## config.mk

```make
export PLATFORM = sky130hd
export DESIGN_NAME = regfile_wb_arbiter
export DESIGN_NICKNAME = d
export VERILOG_FILES = /design/src/rtl/regfile_wb_arbiter.sv
export SDC_FILE = /design/constraint.sdc
export NUM_CORES = 1
export LEC_CHECK = 0
export ABC_AREA = 1
export BUFFER_PORTS_ARGS = -buffer_cell sky130_fd_sc_hd__buf_2
export CAP_MARGIN = 20
export CORE_MARGIN = 4
export CORE_UTILIZATION = 48
export CTS_CLUSTER_DIAMETER = 30
export DETAILED_ROUTE_END_ITERATION = 8
export PLACE_DENSITY = 0.95
export SLEW_MARGIN = 20
export SYNTH_ARGS = -nofsm -noshare
export SYNTH_HDL_FRONTEND = slang
export SYNTH_SLANG_ARGS = --single-unit
```

## constraint.sdc

```tcl
create_clock -name clk -period 4.6 [get_ports clk]
set_input_delay 0.69 -clock clk [delete_from_list [all_inputs] [get_ports clk]]
set_output_delay 0.69 -clock clk [all_outputs]
set_load 0.005 [all_outputs]
```

## src/rtl/regfile_wb_arbiter.sv

```systemverilog
// Round-robin write-back arbiter: merges three register-file write requesters
// (ALU, MEM, MUL) onto a single registered write port, one accept per cycle.
module regfile_wb_arbiter #(
  parameter int REG_ADDR = 5,
  parameter int REG_SIZE = 32
) (
  input  logic                  clk,
  input  logic                  reset,
  input  logic [2:0]            req_valid,
  input  logic [3*REG_ADDR-1:0] req_wreg,
  input  logic [3*REG_SIZE-1:0] req_wdata,
  output logic [2:0]            req_ready,
  output logic                  regwrite,
  output logic [REG_ADDR-1:0]   wreg,
  output logic [REG_SIZE-1:0]   wdata,
  output logic [1:0]            grant_id,
  output logic [7:0]            contention_cnt
);

  logic [1:0]          rr_ptr_q, rr_ptr_d;
  logic                regwrite_q, regwrite_d;
  logic [REG_ADDR-1:0] wreg_q, wreg_d;
  logic [REG_SIZE-1:0] wdata_q, wdata_d;
  logic [1:0]          grant_id_q, grant_id_d;
  logic [7:0]          contention_cnt_q, contention_cnt_d;

  logic [2:0]          rot_valid;
  logic [2:0]          grant_sum;
  logic [1:0]          grant_idx;
  logic                transfer;
  logic                contended;
  logic [REG_ADDR-1:0] sel_wreg;
  logic [REG_SIZE-1:0] sel_wdata;

  // Rotate req_valid so bit 0 is the requester at rr_ptr, pick the first set
  // bit, then map the offset back to an absolute requester index.
  always_comb begin
    // NOTE: every signal written here gets a default first; a path that leaves one unassigned would infer a latch.
    rot_valid = req_valid;
    grant_sum = '0;
    grant_idx = '0;
    transfer  = 1'b0;
    req_ready = '0;
    case (rr_ptr_q)
      2'd1:    rot_valid = {req_valid[0], req_valid[2], req_valid[1]};
      2'd2:    rot_valid = {req_valid[1], req_valid[0], req_valid[2]};
      default: rot_valid = req_valid;
    endcase
    if (rot_valid[0])      grant_sum = {1'b0, rr_ptr_q};
    else if (rot_valid[1]) grant_sum = {1'b0, rr_ptr_q} + 3'd1;
    else                   grant_sum = {1'b0, rr_ptr_q} + 3'd2;
    if (grant_sum >= 3'd3) grant_sum = grant_sum - 3'd3;
    grant_idx = grant_sum[1:0];
    // Reset gates the grant so a pending request is never accepted while held.
    transfer = reset && (|req_valid);
    if (transfer) req_ready = 3'b001 << grant_idx;
  end

  always_comb begin
    sel_wreg         = req_wreg[0 +: REG_ADDR];
    sel_wdata        = req_wdata[0 +: REG_SIZE];
    rr_ptr_d         = rr_ptr_q;
    regwrite_d       = 1'b0;
    wreg_d           = wreg_q;
    wdata_d          = wdata_q;
    grant_id_d       = grant_id_q;
    contention_cnt_d = contention_cnt_q;
    contended        = (req_valid[0] & req_valid[1]) | (req_valid[0] & req_valid[2]) |
                       (req_valid[1] & req_valid[2]);
    case (grant_idx)
      2'd1: begin
        sel_wreg  = req_wreg[REG_ADDR +: REG_ADDR];
        sel_wdata = req_wdata[REG_SIZE +: REG_SIZE];
      end
      2'd2: begin
        sel_wreg  = req_wreg[2*REG_ADDR +: REG_ADDR];
        sel_wdata = req_wdata[2*REG_SIZE +: REG_SIZE];
      end
      default: ;
    endcase
    if (transfer) begin
      rr_ptr_d   = (grant_idx == 2'd2) ? 2'd0 : grant_idx + 2'd1;
      wreg_d     = sel_wreg;
      wdata_d    = sel_wdata;
      grant_id_d = grant_idx;
      // Index 0 is hard-wired zero: accept the request but suppress the write.
      regwrite_d = |sel_wreg;
    end
    if (contended && contention_cnt_q != 8'hFF) contention_cnt_d = contention_cnt_q + 8'd1;
  end

  always_ff @(posedge clk) begin
    // NOTE: state uses non-blocking assignments so every flop samples pre-edge values regardless of statement order.
    if (!reset) begin
      rr_ptr_q         <= '0;
      regwrite_q       <= 1'b0;
      wreg_q           <= '0;
      wdata_q          <= '0;
      grant_id_q       <= '0;
      contention_cnt_q <= '0;
    end else begin
      rr_ptr_q         <= rr_ptr_d;
      regwrite_q       <= regwrite_d;
      wreg_q           <= wreg_d;
      wdata_q          <= wdata_d;
      grant_id_q       <= grant_id_d;
      contention_cnt_q <= contention_cnt_d;
    end
  end

  assign regwrite       = regwrite_q;
  assign wreg           = wreg_q;
  assign wdata          = wdata_q;
  assign grant_id       = grant_id_q;
  assign contention_cnt = contention_cnt_q;

endmodule

```

==> metrics.cfg, run 1 <==
[run_status]
status = complete, no violations

[synth]
ys_types = 29
synth_seq_area_share = 0.346
synth-seq-cells = 50
syn_inst = 415
yosysWarnings = 0
syn_area_um2 = 2890
synthesis.nets = 541
yosysTopAreaCellShare = 0.346
synthTopCellsByArea = dfxtp_1 (35%), a21oi_1 (12%), nand2_1 (12%)
avgSynthCellArea_um2 = 6.96
yosys.area.top_type = dfxtp_1

[floorplan]
start_util = 0.509
die_x_um = 85.6
ioPinCount = 167
die-area_um2 = 7320
rows = 27
core_um2 = 5680
die_y_um = 85.6

[worst_setup_path]
reg2reg_depth = 20
worstPathRequired_ps = 3910
cp.arrival_ps = 3350
r2r-end = wdata[31]$_SDFFE_PN0P_
start_kind = register
worstSetupPathType = reg -> out
r2r-start = rr_ptr_q[0]$_SDFFE_PN0P_
crit_fanout = 38
end_kind = output port
rrSetupSlack_ps = 930

[sta]
slew_headroom = 0.614
rsz0062_at_grt = false
post-route-min-period_ps = 4040
finalSetupViolCount = 0
hold_viol = 0
tightest_slew_ps = 579
fin_crit_sh = 0.878
fin_worst_skew_ps = 7.70
slew_viol_final = 0
fmax_mhz = 248
fin_setup_tns_ps = 0

[routing]
wl_um = 9250
vias_per_cell = 5.42
drc_errors = 0
wl_per_cell_um = 14.5
vias = 3460
ant_nets = 0
drt_pass1_iterations = 5
drtIter0Drc = 228

[pwr]
power_w = 0.00417
peakVddDrop_uv = 972
power_per_cell_area_nw_per_um2 = 1090
power_frac_comb = 0.770
p_leak_nw = 1.86
clkPwrFrac = 0.075
sequentialPowerShare = 0.155
p_sw_w = 0.00228
p_sw_frac = 0.547
p_int_w = 0.00189

[global_routing]
grt_pass1_wl_um = 14700
gr-total-overflow = 0
grt_pass1_vias = 3317
grt_use_total = 0.244
grt_max_degree = 52
antenna_found_initial = 0

[clock_tree]
post_cts.repair.setup_buffers = 0
cts_num_sinks = 50
clk_latency_ps = 300
cts_hold_buf = 0
ctsResizeCount = 0
clk_pin_slew_ps = 100
cts_buffer_depth = 2
cts_root_buf = clkbuf_8
cts_tree = yes
htreeDepth = 2
numCtsBuffers = 5

[cells_and_area]
fin_nets = 691
final_common_cell = buf_2
area_delta_synth_final_pct = 32.2
multi_input_area_um2 = 1650
layout.cells.most_common_list = buf_2 (166), nand2_1 (92), a21oi_1 (69)
antenna_cells = 0
fill_cells = 492
layout.area.seq_um2 = 1000
drive_above_1_share = 0.360

[hold_path]
whs_path_depth = 2
hp-start = wdata[25]$_SDFFE_PN0P_
hold_class = reg -> reg
min_to = wdata[25]$_SDFFE_PN0P_

[flow_run]
drv_cap = 0

[placement]
hpwlAfterDp_um = 7040
gp_congestion = 0.832
port_buffers = 166

==> kinds of logic (layout without fill, tap and decap cells) <==
kind of cell / count (synthesis) / in the layout / share of synthesized area
fa+ha+maj: 10 / 10 / 0.0433
simple gates: 146 / 146 / 0.214
flops: 50 / 50 / 0.346
compound gates: 153 / 153 / 0.307
xor+xnor: 2 / 2 / 0.00606
buf+inv: 54 / 205 / 0.0827
==> metal layers <==
layer	vias up	global-route usage	part of all wire	wire, um
met2	167	0.439	0.49	4550
met3	30	0.0576	0.084	776
met1	1557	0.267	0.38	3560
met4	0	0.118	0.039	362
li1	1706	-	-	-
met5	-	0	0	0
==> power by group through the flow <==
stage / logic [W] / clock network [W] / registers, W
CTS: 0.00320 / 0.000318 / 0.000645
detailed placement: 0.00319 / 0 / 0.000653
global placement: 0.00307 / 0 / 0.000649
finish: 0.00321 / 0.000313 / 0.000645
global route: 0.00365 / 0.000335 / 0.000660
floorplan: 0.00250 / 0 / 0.000655
==> flip-flops by register name, indices dropped and copies added (netlist names) <==
register	cells
wdata	32
contention_cnt	8
wreg	5
grant_id	2
rr_ptr_q	2
regwrite	1
==> per-stage QoR <==
stage / cell area (um2) / hold WS [ps] / utilization / instances / setup slack (ps)
final: 3820 / 466 / 0.673 / 638 / 563
after global routing: 3820 / 488 / 0.673 / 638 / 171
after CTS: 3820 / 469 / 0.673 / 638 / 592
after detailed placement: 3710 / 455 / 0.653 / 630 / 959
after global placement: 3710 / 450 / 0.653 / 630 / 1170
after floorplan: 2890 / 460 / - / 415 / 1310
==> final cells by class <==
| class | count | share of cell area |
|---|---|---|
| multi-input cells | 311 | 0.432 |
| flip-flops and latches | 50 | 0.262 |
| clock inverters | 3 | 0.0115 |
| well taps | 72 | 0.0236 |
| clock buffers | 5 | 0.0180 |
| repair buffers | 170 | 0.225 |
| inverters | 27 | 0.0278 |
==> Yosys cell counts, drive strengths merged <==
library cell and count:
dfxtp 50, nand2 93, nor2 22, o21ai 51, nand4 3, or2 1, inv 27, o2bb2ai 4
nor4 1, a211oi 1, nand3 26, a41oi 1, a21oi 88, xnor2 2, o21a 1, buf 14
clkbuf 13, ha 10, a22o 7
==> critical path, stage by stage (launching register included) <==
cell and delay, ps:
dfxtp_1 410, inv_1 100, ha_1 350, inv_1 130
nand3_1 120, nand2_1 150, nand3_1 100, nand2_1 90
inv_1 60, ha_1 200, inv_1 70, nand4_1 130
nand2_1 80, nand2_1 130, inv_1 120, ha_1 150
buf_4 350, inv_1 80, nor2_1 100, buf_2 120
==> how the worst max path moves through the flow <==
stage / from / to / slack (ps) / cells after the start
after floorplan: rr_ptr_q[0]$_SDFFE_PN0P_ / req_ready[2] / 1310 / 19
after global placement: rr_ptr_q[0]$_SDFFE_PN0P_ / req_ready[1] / 1170 / 19
after detailed placement: rr_ptr_q[0]$_SDFFE_PN0P_ / req_ready[1] / 960 / 19
after CTS: rr_ptr_q[0]$_SDFFE_PN0P_ / req_ready[1] / 590 / 19
after global routing: rr_ptr_q[0]$_SDFFE_PN0P_ / req_ready[1] / 170 / 19
final: rr_ptr_q[0]$_SDFFE_PN0P_ / req_ready[1] / 560 / 19
(Power assumes the default switching activity.)
==> inputs of run 2 (changes only) <==
Clock period 4.6 ns to 4.9 ns, I/O delays scaled along.
==> metrics.cfg, run 2 (synthesized netlist as in run 1, its figures left out) <==
[sta]
fin_setup_tns_ps = 0  ; unchanged
hold_viol = 0  ; unchanged
slew_viol_final = 0  ; unchanged
rsz0062_at_grt = false  ; unchanged
post-route-min-period_ps = 4000
fmax_mhz = 250
fin_crit_sh = 0.816
finalSetupViolCount = 0  ; unchanged
slew_headroom = 0.612  ; was 0.614
tightest_slew_ps = 583  ; was 579 ps
fin_worst_skew_ps = 2.74  ; was 7.70 ps

[global_routing]
grt_max_degree = 52  ; unchanged
grt_use_total = 0.239  ; was 0.244
grt_pass1_wl_um = 14300  ; was 14,700 um
antenna_found_initial = 0  ; unchanged
grt_pass1_vias = 3165  ; was 3,317
gr-total-overflow = 0  ; unchanged

[worst_setup_path]
crit_fanout = 38  ; unchanged
end_kind = output port  ; unchanged
cp.arrival_ps = 3260  ; was 3350 ps
worstPathRequired_ps = 4160  ; was 3910 ps
worstSetupPathType = reg -> out  ; unchanged
start_kind = register  ; unchanged

[cells_and_area]
drive_above_1_share = 0.360  ; unchanged
largest_reg_flops = 32  ; unchanged
area_delta_synth_final_pct = 32.0  ; was 32.2%
fin_nets = 691  ; unchanged
final_common_cell = buf_2  ; unchanged
antenna_cells = 0  ; unchanged
stdcell_count = 638  ; unchanged
final_util = 0.672  ; was 0.673
layout.cells.most_common_list = buf_2 (166), nand2_1 (92), a21oi_1 (69)  ; unchanged

[pwr]
peakVddDrop_uv = 856  ; was 972 uV
p_leak_nw = 1.86  ; about the same
power_w = 0.00389  ; was 0.00417 W
power_per_cell_area_nw_per_um2 = 1020  ; was 1090 nW/um2

[floorplan]
die_y_um = 85.6  ; unchanged
die-area_um2 = 7320  ; unchanged
rows = 27  ; unchanged
core_um2 = 5680  ; unchanged
start_util = 0.509  ; unchanged
die_x_um = 85.6  ; unchanged
ioPinCount = 167  ; unchanged

[routing]
drt_pass1_iterations = 4  ; was 5
drc_errors = 0  ; unchanged
met1Wirelength_um = 3600  ; was 3560 um
ant_nets = 0  ; unchanged
top_layer_used = met4  ; unchanged
route.met2.wl_um = 4530  ; was 4550 um
wl_um = 9180  ; was 9250 um
vias_per_cell = 5.35  ; was 5.42
drtIter0Drc = 193  ; was 228
vias = 3414  ; was 3,460
wl_met3_um = 729  ; was 776 um
wl_per_cell_um = 14.4  ; was 14.5 um

[clock_tree]
numCtsBuffers = 5  ; unchanged
clk_latency_ps = 300  ; about the same
cts_hold_buf = 0  ; unchanged
ctsResizeCount = 0  ; unchanged
clk_pin_slew_ps = 90  ; was 100 ps
cts_root_buf = clkbuf_8  ; unchanged
cts_buffer_depth = 2  ; unchanged
post_cts.repair.setup_buffers = 0  ; unchanged
cts_num_sinks = 50  ; unchanged
htreeDepth = 2  ; unchanged
cts_tree = yes  ; unchanged

[run_status]
status = complete, no violations  ; unchanged

[placement]
gp_congestion = 0.888  ; was 0.832
placed_cells = 630  ; unchanged
port_buffers = 166  ; unchanged
hpwlAfterDp_um = 7040  ; about the same

[flow_run]
drv_cap = 0  ; unchanged

[hold_path]
hold_class = reg -> reg  ; unchanged

[run 2: cell count changes in the layout (fill, tap and decap cells not counted)]
cell / change
clkbuf_8: +2
bufinv_16: -1
clkinv_2: -1
clkinv_4: +1
inv_6: -1
[run 2: power breakdown]
group	internal (W)	leakage, nW	total [W]	switching [W]
combinational	0.00108	1.39	0.00302	0.00194
sequential	0.000543	0.412	0.000607	0.0000645
clock	0.000130	0.0544	0.000263	0.000133
[run 2: final timing paths]
kind,start,to,slack (ps),cells past startpoint
setup reg to reg,rr_ptr_q[0]$_SDFFE_PN0P_,wdata[31]$_SDFFE_PN0P_,1310,20
hold reg to reg,wdata[3]$_SDFFE_PN0P_,wdata[3]$_SDFFE_PN0P_,470,2
hold / removal,wdata[3]$_SDFFE_PN0P_,wdata[3]$_SDFFE_PN0P_,470,2
setup / recovery,rr_ptr_q[0]$_SDFFE_PN0P_,req_ready[1],900,19
[run 2: layer usage]
| metal | track usage | vias to the layer above |
|---|---|---|
| li1 | - | 1702 |
| met1 | 0.282 | 1530 |
| met2 | 0.420 | 156 |
| met3 | 0.0509 | 26 |
| met4 | 0.0964 | 0 |
| met5 | 0 | - |
[run 2: per-stage QoR]
step           instance area [um2]  setup WS (ps)  hold WS, ps
3_3_place_gp                  3710           1390          450
6_report                      3810            900          471
2_1_floorplan                 2890           1560          460
5_1_grt                       3810            608          491
3_5_place_dp                  3710           1270          458
4_1_cts                       3810            924          473
[run 2: final cells by class]
class / count / area, um2
Clock buffer: 7 / 96.3
Fill cell: 513 / 1860
Multi-Input combinational cell: 311 / 1650
Timing Repair Buffer: 170 / 861
Clock inverter: 1 / 8.76
Inverter: 27 / 106
Sequential cell: 50 / 1000
Tap cell: 72 / 90.1
[run 2: critical path, cell delays in order, from the launching register on]
cell     delay, ps
dfxtp_1        390
inv_1          100
ha_1           340
inv_1          130
nand3_1        130
nand2_1        150
nand3_1         90
nand2_1         90
inv_1           70
ha_1           190
inv_1           70
nand4_1        120
nand2_1         80
nand2_1        120
inv_1          110
ha_1           150
buf_4          340
inv_1           80
nor2_1         100
buf_2          120
